==> src/rtl/program_loader_pkg.sv <==
// program_loader_pkg
//   Shared definitions for the byte-stream program loader: command bytes,
//   response bytes, the loader FSM state encoding and the frame checksum.
package program_loader_pkg;

  localparam logic [7:0] CMD_BEGIN = 8'h42;  // 'B': hold the core
  localparam logic [7:0] CMD_END   = 8'h45;  // 'E': release the core
  localparam logic [7:0] CMD_LOAD  = 8'h4C;  // 'L': start a load frame

  localparam logic [7:0] RSP_ACK   = 8'h06;
  localparam logic [7:0] RSP_NAK   = 8'h15;

  typedef enum logic [2:0] {
    ST_IDLE   = 3'd0,
    ST_ADDR_H = 3'd1,
    ST_ADDR_L = 3'd2,
    ST_DATA_H = 3'd3,
    ST_DATA_L = 3'd4,
    ST_CSUM   = 3'd5,
    ST_WRITE  = 3'd6,
    ST_RESP   = 3'd7
  } state_t;

  function automatic logic [7:0] frame_csum(input logic [7:0] ah,
                                            input logic [7:0] al,
                                            input logic [7:0] dh,
                                            input logic [7:0] dl);
    return ah ^ al ^ dh ^ dl;
  endfunction

endpackage

==> src/rtl/program_loader_timeout.sv <==
// loader_timeout
//   Idle-gap watchdog for a load frame. Down-counter reloaded to
//   TIMEOUT_CYCLES on clear, decremented on every enabled cycle, and
//   flagging expiry once it reaches zero while still enabled.
// Ports:
//   clk     in  system clock
//   rst     in  synchronous active-high reset
//   clear   in  reload the counter (byte accepted or not inside a frame)
//   enable  in  count this cycle (inside a frame)
//   expired out TIMEOUT_CYCLES idle cycles have elapsed
module loader_timeout #(
  parameter int unsigned TIMEOUT_CYCLES = 1000000
) (
  input  logic clk,
  input  logic rst,
  input  logic clear,
  input  logic enable,
  output logic expired
);

  localparam int unsigned CW = (TIMEOUT_CYCLES < 1) ? 1 : $clog2(TIMEOUT_CYCLES + 1);
  localparam logic [CW-1:0] LOAD_VAL = CW'(TIMEOUT_CYCLES);

  logic [CW-1:0] cnt_q;
  logic [CW-1:0] cnt_d;

  always_comb begin
    cnt_d = cnt_q;
    if (clear) begin
      cnt_d = LOAD_VAL;
    end else if (enable && (cnt_q != '0)) begin
      cnt_d = cnt_q - CW'(1);
    end
  end

  always_ff @(posedge clk) begin
    if (rst) begin
      cnt_q <= LOAD_VAL;
    end else begin
      cnt_q <= cnt_d;
    end
  end

  assign expired = enable && (cnt_q == '0);

endmodule

==> src/rtl/program_loader.sv <==
// program_loader
//   Byte-stream bootloader. Parses B/E/L commands from a UART receiver,
//   holds the core while programming, writes checked load frames into the
//   program memory write port and answers each command with ACK or NAK.
// Ports:
//   clk, rst               system clock, synchronous active-high reset
//   rx_data/valid/ready    incoming byte stream (valid/ready handshake)
//   tx_data/valid/ready    response byte stream (valid/ready handshake)
//   core_hold              1 = core stalled
//   wr_en/wr_addr/wr_data  program memory write port (one-cycle strobe)
//   error_count            saturating count of NAKs sent
//
// state     | meaning
// ----------+------------------------------------------------------------
// IDLE      | waiting for a command byte
// ADDR_H    | load frame: waiting for address high byte
// ADDR_L    | load frame: waiting for address low byte
// DATA_H    | load frame: waiting for data high byte
// DATA_L    | load frame: waiting for data low byte
// CSUM      | load frame: waiting for checksum, frame checked on accept
// WRITE     | write strobe active this cycle
// RESP      | response byte offered until tx_ready
module program_loader
  import program_loader_pkg::*;
#(
  parameter int unsigned ADDR_WIDTH     = 13,
  parameter int unsigned INSTR_WIDTH    = 14,
  parameter int unsigned TIMEOUT_CYCLES = 1000000
) (
  input  logic                   clk,
  input  logic                   rst,
  input  logic [7:0]             rx_data,
  input  logic                   rx_valid,
  output logic                   rx_ready,
  output logic [7:0]             tx_data,
  output logic                   tx_valid,
  input  logic                   tx_ready,
  output logic                   core_hold,
  output logic                   wr_en,
  output logic [ADDR_WIDTH-1:0]  wr_addr,
  output logic [INSTR_WIDTH-1:0] wr_data,
  output logic [7:0]             error_count
);

  state_t                 state_q;
  logic                   hold_q;
  logic                   rx_ready_q;
  logic                   tx_valid_q;
  logic [7:0]             tx_data_q;
  logic                   wr_en_q;
  logic [ADDR_WIDTH-1:0]  wr_addr_q;
  logic [INSTR_WIDTH-1:0] wr_data_q;
  logic [7:0]             err_q;
  logic [7:0]             addr_h_q;
  logic [7:0]             addr_l_q;
  logic [7:0]             data_h_q;
  logic [7:0]             data_l_q;

  logic        rx_fire;
  logic        in_frame;
  logic        tmo_expired;
  logic [15:0] addr_full;
  logic [15:0] data_full;
  logic        csum_ok;
  logic        addr_ok;
  logic        data_ok;
  logic        frame_good;

  // rx_ready_q is kept in step with the state, so an accepted byte always
  // belongs to one of the byte-collecting states.
  assign rx_fire  = rx_valid && rx_ready_q;
  assign in_frame = (state_q == ST_ADDR_H) || (state_q == ST_ADDR_L) ||
                    (state_q == ST_DATA_H) || (state_q == ST_DATA_L) ||
                    (state_q == ST_CSUM);

  loader_timeout #(
    .TIMEOUT_CYCLES(TIMEOUT_CYCLES)
  ) u_timeout (
    .clk    (clk),
    .rst    (rst),
    .clear  (rx_fire || !in_frame),
    .enable (in_frame),
    .expired(tmo_expired)
  );

  // Frame check runs while the checksum byte is on rx_data.
  assign addr_full  = {addr_h_q, addr_l_q};
  assign data_full  = {data_h_q, data_l_q};
  assign csum_ok    = (rx_data == frame_csum(addr_h_q, addr_l_q, data_h_q, data_l_q));
  assign addr_ok    = ((addr_full >> ADDR_WIDTH) == 16'h0000);
  assign data_ok    = ((data_full >> INSTR_WIDTH) == 16'h0000);
  assign frame_good = csum_ok && addr_ok && data_ok && hold_q;

  always_ff @(posedge clk) begin
    if (rst) begin
      state_q    <= ST_IDLE;
      hold_q     <= 1'b0;
      rx_ready_q <= 1'b0;
      tx_valid_q <= 1'b0;
      tx_data_q  <= 8'h00;
      wr_en_q    <= 1'b0;
      wr_addr_q  <= '0;
      wr_data_q  <= '0;
      err_q      <= 8'h00;
      addr_h_q   <= 8'h00;
      addr_l_q   <= 8'h00;
      data_h_q   <= 8'h00;
      data_l_q   <= 8'h00;
    end else begin
      wr_en_q <= 1'b0;
      case (state_q)
        ST_IDLE: begin
          rx_ready_q <= 1'b1;
          if (rx_fire) begin
            if (rx_data == CMD_LOAD) begin
              state_q <= ST_ADDR_H;
            end else begin
              if (rx_data == CMD_BEGIN) hold_q <= 1'b1;
              if (rx_data == CMD_END)   hold_q <= 1'b0;
              state_q    <= ST_RESP;
              rx_ready_q <= 1'b0;
              tx_valid_q <= 1'b1;
              tx_data_q  <= ((rx_data == CMD_BEGIN) || (rx_data == CMD_END)) ? RSP_ACK : RSP_NAK;
            end
          end
        end
        ST_ADDR_H, ST_ADDR_L, ST_DATA_H, ST_DATA_L: begin
          // An accepted byte wins over a coincident expiry: it restarts the gap.
          if (rx_fire) begin
            case (state_q)
              ST_ADDR_H: begin addr_h_q <= rx_data; state_q <= ST_ADDR_L; end
              ST_ADDR_L: begin addr_l_q <= rx_data; state_q <= ST_DATA_H; end
              ST_DATA_H: begin data_h_q <= rx_data; state_q <= ST_DATA_L; end
              default:   begin data_l_q <= rx_data; state_q <= ST_CSUM;   end
            endcase
          end else if (tmo_expired) begin
            state_q    <= ST_RESP;
            rx_ready_q <= 1'b0;
            tx_valid_q <= 1'b1;
            tx_data_q  <= RSP_NAK;
          end
        end
        ST_CSUM: begin
          if (rx_fire) begin
            rx_ready_q <= 1'b0;
            if (frame_good) begin
              state_q   <= ST_WRITE;
              wr_en_q   <= 1'b1;
              wr_addr_q <= addr_full[ADDR_WIDTH-1:0];
              wr_data_q <= data_full[INSTR_WIDTH-1:0];
            end else begin
              state_q    <= ST_RESP;
              tx_valid_q <= 1'b1;
              tx_data_q  <= RSP_NAK;
            end
          end else if (tmo_expired) begin
            state_q    <= ST_RESP;
            rx_ready_q <= 1'b0;
            tx_valid_q <= 1'b1;
            tx_data_q  <= RSP_NAK;
          end
        end
        ST_WRITE: begin
          state_q    <= ST_RESP;
          tx_valid_q <= 1'b1;
          tx_data_q  <= RSP_ACK;
        end
        ST_RESP: begin
          if (tx_ready) begin
            state_q    <= ST_IDLE;
            tx_valid_q <= 1'b0;
            rx_ready_q <= 1'b1;
            if ((tx_data_q == RSP_NAK) && (err_q != 8'hFF)) begin
              err_q <= err_q + 8'd1;
            end
          end
        end
        default: begin
          state_q    <= ST_IDLE;
          rx_ready_q <= 1'b0;
          tx_valid_q <= 1'b0;
        end
      endcase
    end
  end

  assign rx_ready    = rx_ready_q;
  assign tx_valid    = tx_valid_q;
  assign tx_data     = tx_data_q;
  assign core_hold   = hold_q;
  assign wr_en       = wr_en_q;
  assign wr_addr     = wr_addr_q;
  assign wr_data     = wr_data_q;
  assign error_count = err_q;

endmodule

==> config.mk <==
export PLATFORM = sky130hd
export DESIGN_NAME = program_loader
export DESIGN_NICKNAME = d
export VERILOG_FILES = /design/src/rtl/program_loader_pkg.sv /design/src/rtl/program_loader_timeout.sv /design/src/rtl/program_loader.sv
export SDC_FILE = /design/constraint.sdc
export NUM_CORES = 1
export LEC_CHECK = 0
export ABC_AREA = 1
export BUFFER_PORTS_ARGS = -buffer_cell sky130_fd_sc_hd__buf_2
export CORE_ASPECT_RATIO = 1.25
export CORE_MARGIN = 5
export CORE_UTILIZATION = 53
export CTS_CLUSTER_DIAMETER = 80
export CTS_CLUSTER_SIZE = 16
export DETAILED_ROUTE_END_ITERATION = 10
export GPL_ROUTABILITY_DRIVEN = 0
export PLACE_DENSITY = 0.76
export SETUP_SLACK_MARGIN = 0.5
export SYNTH_ARGS = -nofsm -noshare
export SYNTH_HDL_FRONTEND = slang
export SYNTH_SLANG_ARGS = --single-unit
==> constraint.sdc <==
create_clock -name clk -period 1.7 [get_ports clk]
set_input_delay 0.34 -clock clk [delete_from_list [all_inputs] [get_ports clk]]
set_output_delay 0.34 -clock clk [all_outputs]
set_load 0.005 [all_outputs]
# Word-level counts from Yosys, hierarchy flattened
# Index checks and enable logic that the tools add are counted.
[totals]
elab_cells = 113
ff_bits = 102
in_bits = 12
out_inout_bits = 47
[classes]
mux = 35
n_reduce_logical = 37
bitwise = 7
addsub = 2
n_eq_ne = 18
[op_table]
columns = ["operator", "n"]
rows = [
  ["$mux 8", 6],
  ["$logic_not 16->1", 2],
  ["$pmux 8 s4", 1],
  ["$eq 8x7->1 const B", 3],
  ["$xor 8x8->8", 3],
  ["$reduce_and 3->1", 7],
  ["$logic_not 20->1", 1],
  ["$reduce_bool 20->1", 1],
  ["$sub 20x1->20 const B", 1],
  ["$mux 3", 6],
  ["$mux 1", 17],
  ["$pmux 3 s5", 1],
  ["$eq 3x3->1 const B", 4],
  ["$reduce_and 5->1", 2],
  ["$pmux 3 s3", 1],
  ["$add 8x1->8 const B", 1],
  ["$eq 8x5->1 const B", 1],
  ["$eq 8x8->1", 1],
  ["$ne 2x2->1 const B", 4],
  ["$ne 8x8->1 const B", 1],
  ["$reduce_bool 4->1", 2],
  ["$logic_and 1x1->1", 7],
  ["$eq 3x2->1 const B", 2],
  ["$logic_or 1x1->1", 6],
  ["other kinds (14)", 18],
]

# Depth between registers and ports, before layout
[depth]
word_depth = 10
depth_mapped = 15
ltp_nobuf = 15

# Modules after synthesis
# Synthesis repeated with hierarchy kept, for this count alone.
[unflattened]
cells_unflattened = 782
area_unflattened_um2 = 5293.8
[modules_own_cells]
columns = ["mod", "n_inst", "seq_area_each_um2", "area_per_inst_um2", "cells_per_inst"]
rows = [
  ["program_loader", 1, 1641.6, 3925.0, 567],
  ["loader_timeout", 1, 400.4, 1368.8, 215],
]

# Worst setup path after synthesis
# No wires, ideal clock.
[synth_timing]
path_kind = "flip-flop to flip-flop"
start = "reg u_timeout.cnt_q[0]"
end = "reg tx_data_q[3], in the netlist tx_data[3]"
n_path_buf = 0
setup_slack_ns = -0.058
t_required_ns = 1.590
period_less_slack_ns = 1.758
t_arrival_ns = 1.648
setup_time_ns = 0.110
path_stages_with_launch = 11
cell_sequence = "dfxtp_1 inv_1 ha_1 nand2_1 nor3_1 nand4_2 or2_2 nand2_1 nand4_2 nand3_1 inv_1"
[synth_between]
elab_chain_cells = 5
elab_cells_between_ends = 6
classes_between = "mux (4); reduce/logical (2)"
[synth_lines]
columns = ["item", "line_no", "text"]
rows = [
  ["start: declaration", "program_loader_timeout.sv:24", "logic [CW-1:0] cnt_q;"],
  ["start signal: assignment", "program_loader_timeout.sv:40", "cnt_q <= cnt_d;"],
  ["$logic_not 20->1 *", "program_loader_timeout.sv:44", "assign expired = enable && (cnt_q == '0);"],
  ["$logic_and 1x1->1 *", "program_loader_timeout.sv:44", ""],
  ["$mux 8 *", "n/a", ""],
  ["$mux 8, on equally long branches", "n/a", ""],
  ["$pmux 8 s4 *", "n/a", ""],
  ["end signal: assignment", "program_loader.sv:123", "tx_data_q <= ((rx_data == CMD_BEGIN) || (rx_data == CMD_END)) ? RSP_ACK : RSP_NAK;"],
  ["end: declaration", "program_loader.sv:49", "logic [7:0] tx_data_q;"],
]
# Every way passes the cells marked *; elsewhere a longest branch is shown, timed or not. The select of a mux whose other input is x is not followed.
# A chain may end at the register's enable or synchronous reset.

# Worst setup path in the final report
[layout_timing]
start = "reg state_q[0]"
end = "reg tx_data_q[2], in the netlist tx_data[2]"
[layout_between]
elab_chain_cells = 9
elab_cells_between_ends = 23
classes_between = "eq/ne (10); mux (4); reduce/logical (9)"
[layout_lines]
columns = ["item", "line_no", "text"]
rows = [
  ["start: declaration", "program_loader.sv:45", "state_t state_q;"],
  ["start signal: assignment", "program_loader.sv:96", "state_q <= ST_IDLE;"],
  ["start signal: assignment", "program_loader.sv:116", "state_q <= ST_ADDR_H;"],
  ["start signal: assignment", "program_loader.sv:120", "state_q <= ST_RESP;"],
  ["$eq 3x1->1 or $eq 3x2->1 (tied branches)", "program_loader.sv:72, program_loader.sv:111", ""],
  ["$logic_or 1x1->1 (2 in series)", "program_loader.sv:72", "assign in_frame = (state_q == ST_ADDR_H) || (state_q == ST_ADDR_L) ||"],
  ["$logic_or 1x1->1 (2 in series)", "program_loader.sv:73", "(state_q == ST_DATA_H) || (state_q == ST_DATA_L) ||"],
  ["$logic_and 1x1->1", "program_loader_timeout.sv:44", ""],
  ["$mux 8", "n/a", ""],
  ["$mux 8, on equally long branches", "n/a", ""],
  ["$pmux 8 s4", "program_loader.sv:111", "case (state_q)"],
]
# Several ways; a longest one is shown, not always the timed one. The select of a mux whose other input is x is not followed.

==> impl_table.tex <==
\begin{tabular}{lr}
\hline
Metric & Value \\
\hline
\multicolumn{2}{l}{\textbf{Setup path}} \\
Path type of the worst setup path & reg2reg \\
Worst Reg2Reg Path Length in Cells & 10 \\
Worst flop-to-flop path startpoint & state\_q[0]\$\_SDFFE\_PP0P\_ \\
Endpoint kind of the worst setup timing path & flop \\
Crit path max fanout & 6 \\
Endpoint required time on the critical path & 2.00 ns \\
Startpoint class of the critical path & flop \\
Endpoint arrival time on the critical path & 2.58 ns \\
Critical register-to-register path endpoint & tx\_data[2]\$\_SDFFE\_PP0P\_ \\
Slack of the worst reg-to-reg path & -0.58 ns \\
\multicolumn{2}{l}{\textbf{Power and ir drop}} \\
Pwr dens & 1260 nW/µm² \\
Clock group share of total power & 0.202 \\
Sequential share of power & 0.274 \\
Static Leakage & 0.00380 µW \\
Logic gate share of total power & 0.524 \\
Internal Power & 6030 µW \\
Fraction of power spent switching nets & 0.436 \\
Max rail drop VDD & 1630 µV \\
Switching power & roughly 4700 µW \\
\multicolumn{2}{l}{\textbf{Status}} \\
Violated checks & setup timing \\
Outcome & finished with violations \\
\multicolumn{2}{l}{\textbf{STA}} \\
Slew Limit Headroom & 0.626 \\
Final Slew Violations & 0 \\
Number of failing setup endpoints in the final timing report & 64 \\
Share of the cycle needed by the critical path after routing & 1.34 \\
Tightest Pin Transition & 0.556 ns \\
Worst Slack Setup Final & -0.579 ns \\
Endpoints failing hold & 0 \\
Highest attainable clock frequency & around 440 MHz \\
Final clock skew & 0.0132 ns \\
Setup\_tns & -16.58 ns \\
Setup repair after global routing missed its margin & yes \\
Final Critical Period & 2.28 ns \\
\multicolumn{2}{l}{\textbf{Global route}} \\
Wire length of the first global-routing pass & 26800 µm \\
Grt met2 use & 0.497 \\
Pin count of the biggest net entering global routing & 55 \\
Via count of the first global-routing pass & 5799 \\
Aggregate global-route resource usage & 0.277 \\
Met1 global-route usage & 0.306 \\
Antenna violations before repair & 0 \\
Global-route met3 utilization & 0.0427 \\
Global routing's busiest layer & met2 \\
Congestion Overflow GR & 0 \\
\multicolumn{2}{l}{\textbf{Clock tree}} \\
Clock-pin slew reported for the worst setup and hold paths after clock tree synthesis & 0.08 ns \\
Number of buffers on the longest clock path & 2 \\
Clock Tree Root & sky130\_fd\_sc\_hd\_\_clkbuf\_16 \\
Total CTS buffers & 9 \\
H-tree lvl count & 3 \\
TritonCTS clock tree & built \\
Number of buffers inserted for hold repair after clock tree synthesis & 0 \\
Sinks on Clock Net & 102 \\
Clock latency on the worst-skew pair & 0.37 ns \\
\multicolumn{2}{l}{\textbf{Synthesis}} \\
Ranking of synthesized cells by area & sky130\_fd\_sc\_hd\_\_dfxtp\_1, sky130\_fd\_sc\_hd\_\_nand2\_1, sky130\_fd\_sc\_hd\_\_inv\_1, sky130\_fd\_sc\_hd\_\_a21oi\_1, sky130\_fd\_sc\_hd\_\_o21ai\_0 \\
Most used flip-flop cell after synthesis & sky130\_fd\_sc\_hd\_\_dfxtp\_1 \\
Proportion of synthesized chip area in sequential cells & 0.394 \\
Mean Syn Cell Area & 6.85 µm² \\
Library cell with the largest summed area after synthesis & sky130\_fd\_sc\_hd\_\_dfxtp\_1 \\
Synthesized netlist net count & about 770 \\
Async set-or-reset flop fraction in the synthesized netlist & 0 \\
Area share of the largest cell type after synthesis & 0.394 \\
EDFF count, synth & 0 \\
YS warnings & 0 \\
Post-synthesis cell count & 757 \\
Seq cells post-synth & 102 \\
Post-synthesis cell type count & 39 \\
Netlist Area Pre-Place & 5180 µm² \\
\multicolumn{2}{l}{\textbf{Place}} \\
Total instance count after detailed placement & 982 \\
Input/output buffers & 58 \\
Post-DP HPWL & 9820 µm \\
\multicolumn{2}{l}{\textbf{Floorplan}} \\
Core Region & 9610 µm² \\
Initial cell density of the core & 0.539 \\
Die width & 98.4 µm \\
Number of cell rows & 40 \\
Area of the die & between 10000 and 15000 µm² \\
Boundary pin count & 59 \\
Die extent in y & approximately 120 µm \\
\multicolumn{2}{l}{\textbf{Routing}} \\
Routed vias & approximately 7000 \\
Final routed wire length divided by cell count & between 20 and 25 µm \\
Wire length reported by the detailed router & 25800 µm \\
Ratio of routed vias to standard cells & 6.58 \\
Number of iterations in the first detailed-routing pass & 8 \\
DRT iter0 DRCs & 870 \\
Antenna Nets Post-Route & 0 \\
Number of remaining DRC errors & 0 \\
\multicolumn{2}{l}{\textbf{Cells and area}} \\
Most common cell after layout, fill and taps aside & sky130\_fd\_sc\_hd\_\_nand2\_1 \\
Multi-input gate area in the final layout & 3690 µm² \\
Seq. cell area & 2150 µm² \\
Final net count & between 900 and 1000 \\
Final instance count without filler cells & 1074 \\
FILL cells & 416 \\
Share of layout cells above drive strength 1 & 0.546 \\
Highest-count cells in the layout ignoring fill and taps & sky130\_fd\_sc\_hd\_\_nand2\_1, sky130\_fd\_sc\_hd\_\_inv\_1, sky130\_fd\_sc\_hd\_\_buf\_4 \\
Number of diodes & 0 \\
Growth of design area from synthesis to finish & 63.5\% \\
\multicolumn{2}{l}{\textbf{Worst hold path}} \\
Hold Path Class & in2reg \\
Number of cells traversed by the worst hold path & 3 \\
Hold Crit Endpoint & data\_h\_q[7]\$\_SDFFE\_PP0P\_ \\
Hold wc startpoint & rx\_data[7] \\
\multicolumn{2}{l}{\textbf{Job}} \\
Max-capacitance violation count & 0 \\
\hline
\end{tabular}
how the worst max path moves through the flow:
stage | from | endpoint | slack, ns
final | state_q[0]$_SDFFE_PP0P_ | tx_data[2]$_SDFFE_PP0P_ | -0.58
after global routing | state_q[1]$_SDFFE_PP0P_ | tx_data[2]$_SDFFE_PP0P_ | -0.61
after CTS | addr_h_q[5]$_SDFFE_PP0P_ | wr_addr[8]$_SDFFE_PP0P_ | -0.07
after detailed placement | addr_h_q[2]$_SDFFE_PP0P_ | wr_addr[8]$_SDFFE_PP0P_ | -0.09
after global placement | data_h_q[6]$_SDFFE_PP0P_ | wr_addr[8]$_SDFFE_PP0P_ | -0.08
after floorplan | u_timeout.cnt_q[0]$_SDFFE_PP0P_ | u_timeout.cnt_q[10]$_SDFFE_PP0P_ | -0.02
state kept, by name, indices dropped and copies added (netlist names):
signal,flops
u_timeout.cnt_q,20
wr_data,14
wr_addr,13
addr_h_q,8
addr_l_q,8
data_h_q,8
data_l_q,8
error_count,8
tx_data,8
state_q,3
core_hold,1
rx_ready,1
tx_valid,1
wr_en,1
metal layers:
metal  up-vias  wire, µm
met5         -         0
met4         0      2900
met3       292      2790
met2       697     12100
met1      3239      7930
li1       2839         -
per-stage QoR:
stage	utilization	instance area [µm²]	setup slack (ns)	hold WS, ns	total power (µW)
after floorplan	-	5380	-0.0233	0.428	4820
after global placement	0.641	6160	-0.0767	0.430	5750
after detailed placement	0.641	6160	-0.0880	0.436	5820
after CTS	0.759	7300	-0.0690	0.303	8730
after global routing	0.882	8470	-0.605	0.338	11000
final	0.882	8470	-0.579	0.317	10700
repair_timing:
item	4_1_cts	5_1_grt
pin swaps	56	53
gates cloned	2	3
resized for setup	190	220
setup buffers	33	38
endpoints found under the setup margin	112	118
Yosys cell counts, types with 3 or more instances:
library cell / number
sky130_fd_sc_hd__dfxtp_1: 102
sky130_fd_sc_hd__a21oi_1: 81
sky130_fd_sc_hd__buf_2: 5
sky130_fd_sc_hd__nor4_1: 4
sky130_fd_sc_hd__nor2_1: 65
sky130_fd_sc_hd__nor2_2: 8
sky130_fd_sc_hd__ha_1: 3
sky130_fd_sc_hd__a31oi_1: 4
sky130_fd_sc_hd__nand2_1: 152
sky130_fd_sc_hd__nand4_1: 16
sky130_fd_sc_hd__clkinv_1: 3
sky130_fd_sc_hd__xnor2_1: 13
sky130_fd_sc_hd__nor3_1: 12
sky130_fd_sc_hd__xor2_1: 12
sky130_fd_sc_hd__buf_6: 5
sky130_fd_sc_hd__o21ai_1: 3
sky130_fd_sc_hd__nand3_1: 48
sky130_fd_sc_hd__clkbuf_1: 10
sky130_fd_sc_hd__inv_1: 112
sky130_fd_sc_hd__o21ai_0: 73
critical path, stage by stage (launching register included):
cell and delay [ns]:
sky130_fd_sc_hd__dfxtp_4 0.40, sky130_fd_sc_hd__nor2_4 0.23, sky130_fd_sc_hd__nand2_4 0.12, sky130_fd_sc_hd__nand3_4 0.13, sky130_fd_sc_hd__buf_6 0.12, sky130_fd_sc_hd__nand4_1 0.24
sky130_fd_sc_hd__nand2_1 0.18, sky130_fd_sc_hd__nand2_1 0.11, sky130_fd_sc_hd__nand4_1 0.26, sky130_fd_sc_hd__nand4_1 0.22, sky130_fd_sc_hd__a21oi_2 0.19
power groups by stage:
| stage | sequential (µW) | combinational (µW) | clock [µW] |
|---|---|---|---|
| after global routing | 2940 | 5790 | 2260 |
| final | 2930 | 5600 | 2160 |
| after CTS | 2850 | 3750 | 2120 |
| after detailed placement | 2880 | 2950 | 0 |
| after floorplan | 2860 | 1960 | 0 |
| after global placement | 2860 | 2890 | 0 |
cell type report:
cell class | instances | area share
multi-input cells | 517 | 0.435
flip-flops and latches | 102 | 0.254
repair buffers | 194 | 0.197
inverters | 118 | 0.0571
clock buffers | 11 | 0.0286
well taps | 126 | 0.0186
clock inverters | 5 | 0.00694
repair inverters | 1 | 0.00192
logic make-up (layout without fill, tap and decap cells):
family / after synthesis / count (layout) / share of synthesized area
adders and majority gates: 3 / 3 / 0.00724
and+or+nand+nor: 321 / 321 / 0.280
buffers and inverters: 138 / 329 / 0.109
xor gates and xnor gates: 25 / 25 / 0.0423
AOI/OAI and AO/OA: 168 / 168 / 0.167
DFF: 102 / 102 / 0.394
Note: power is estimated with default switching activity, not from simulation.
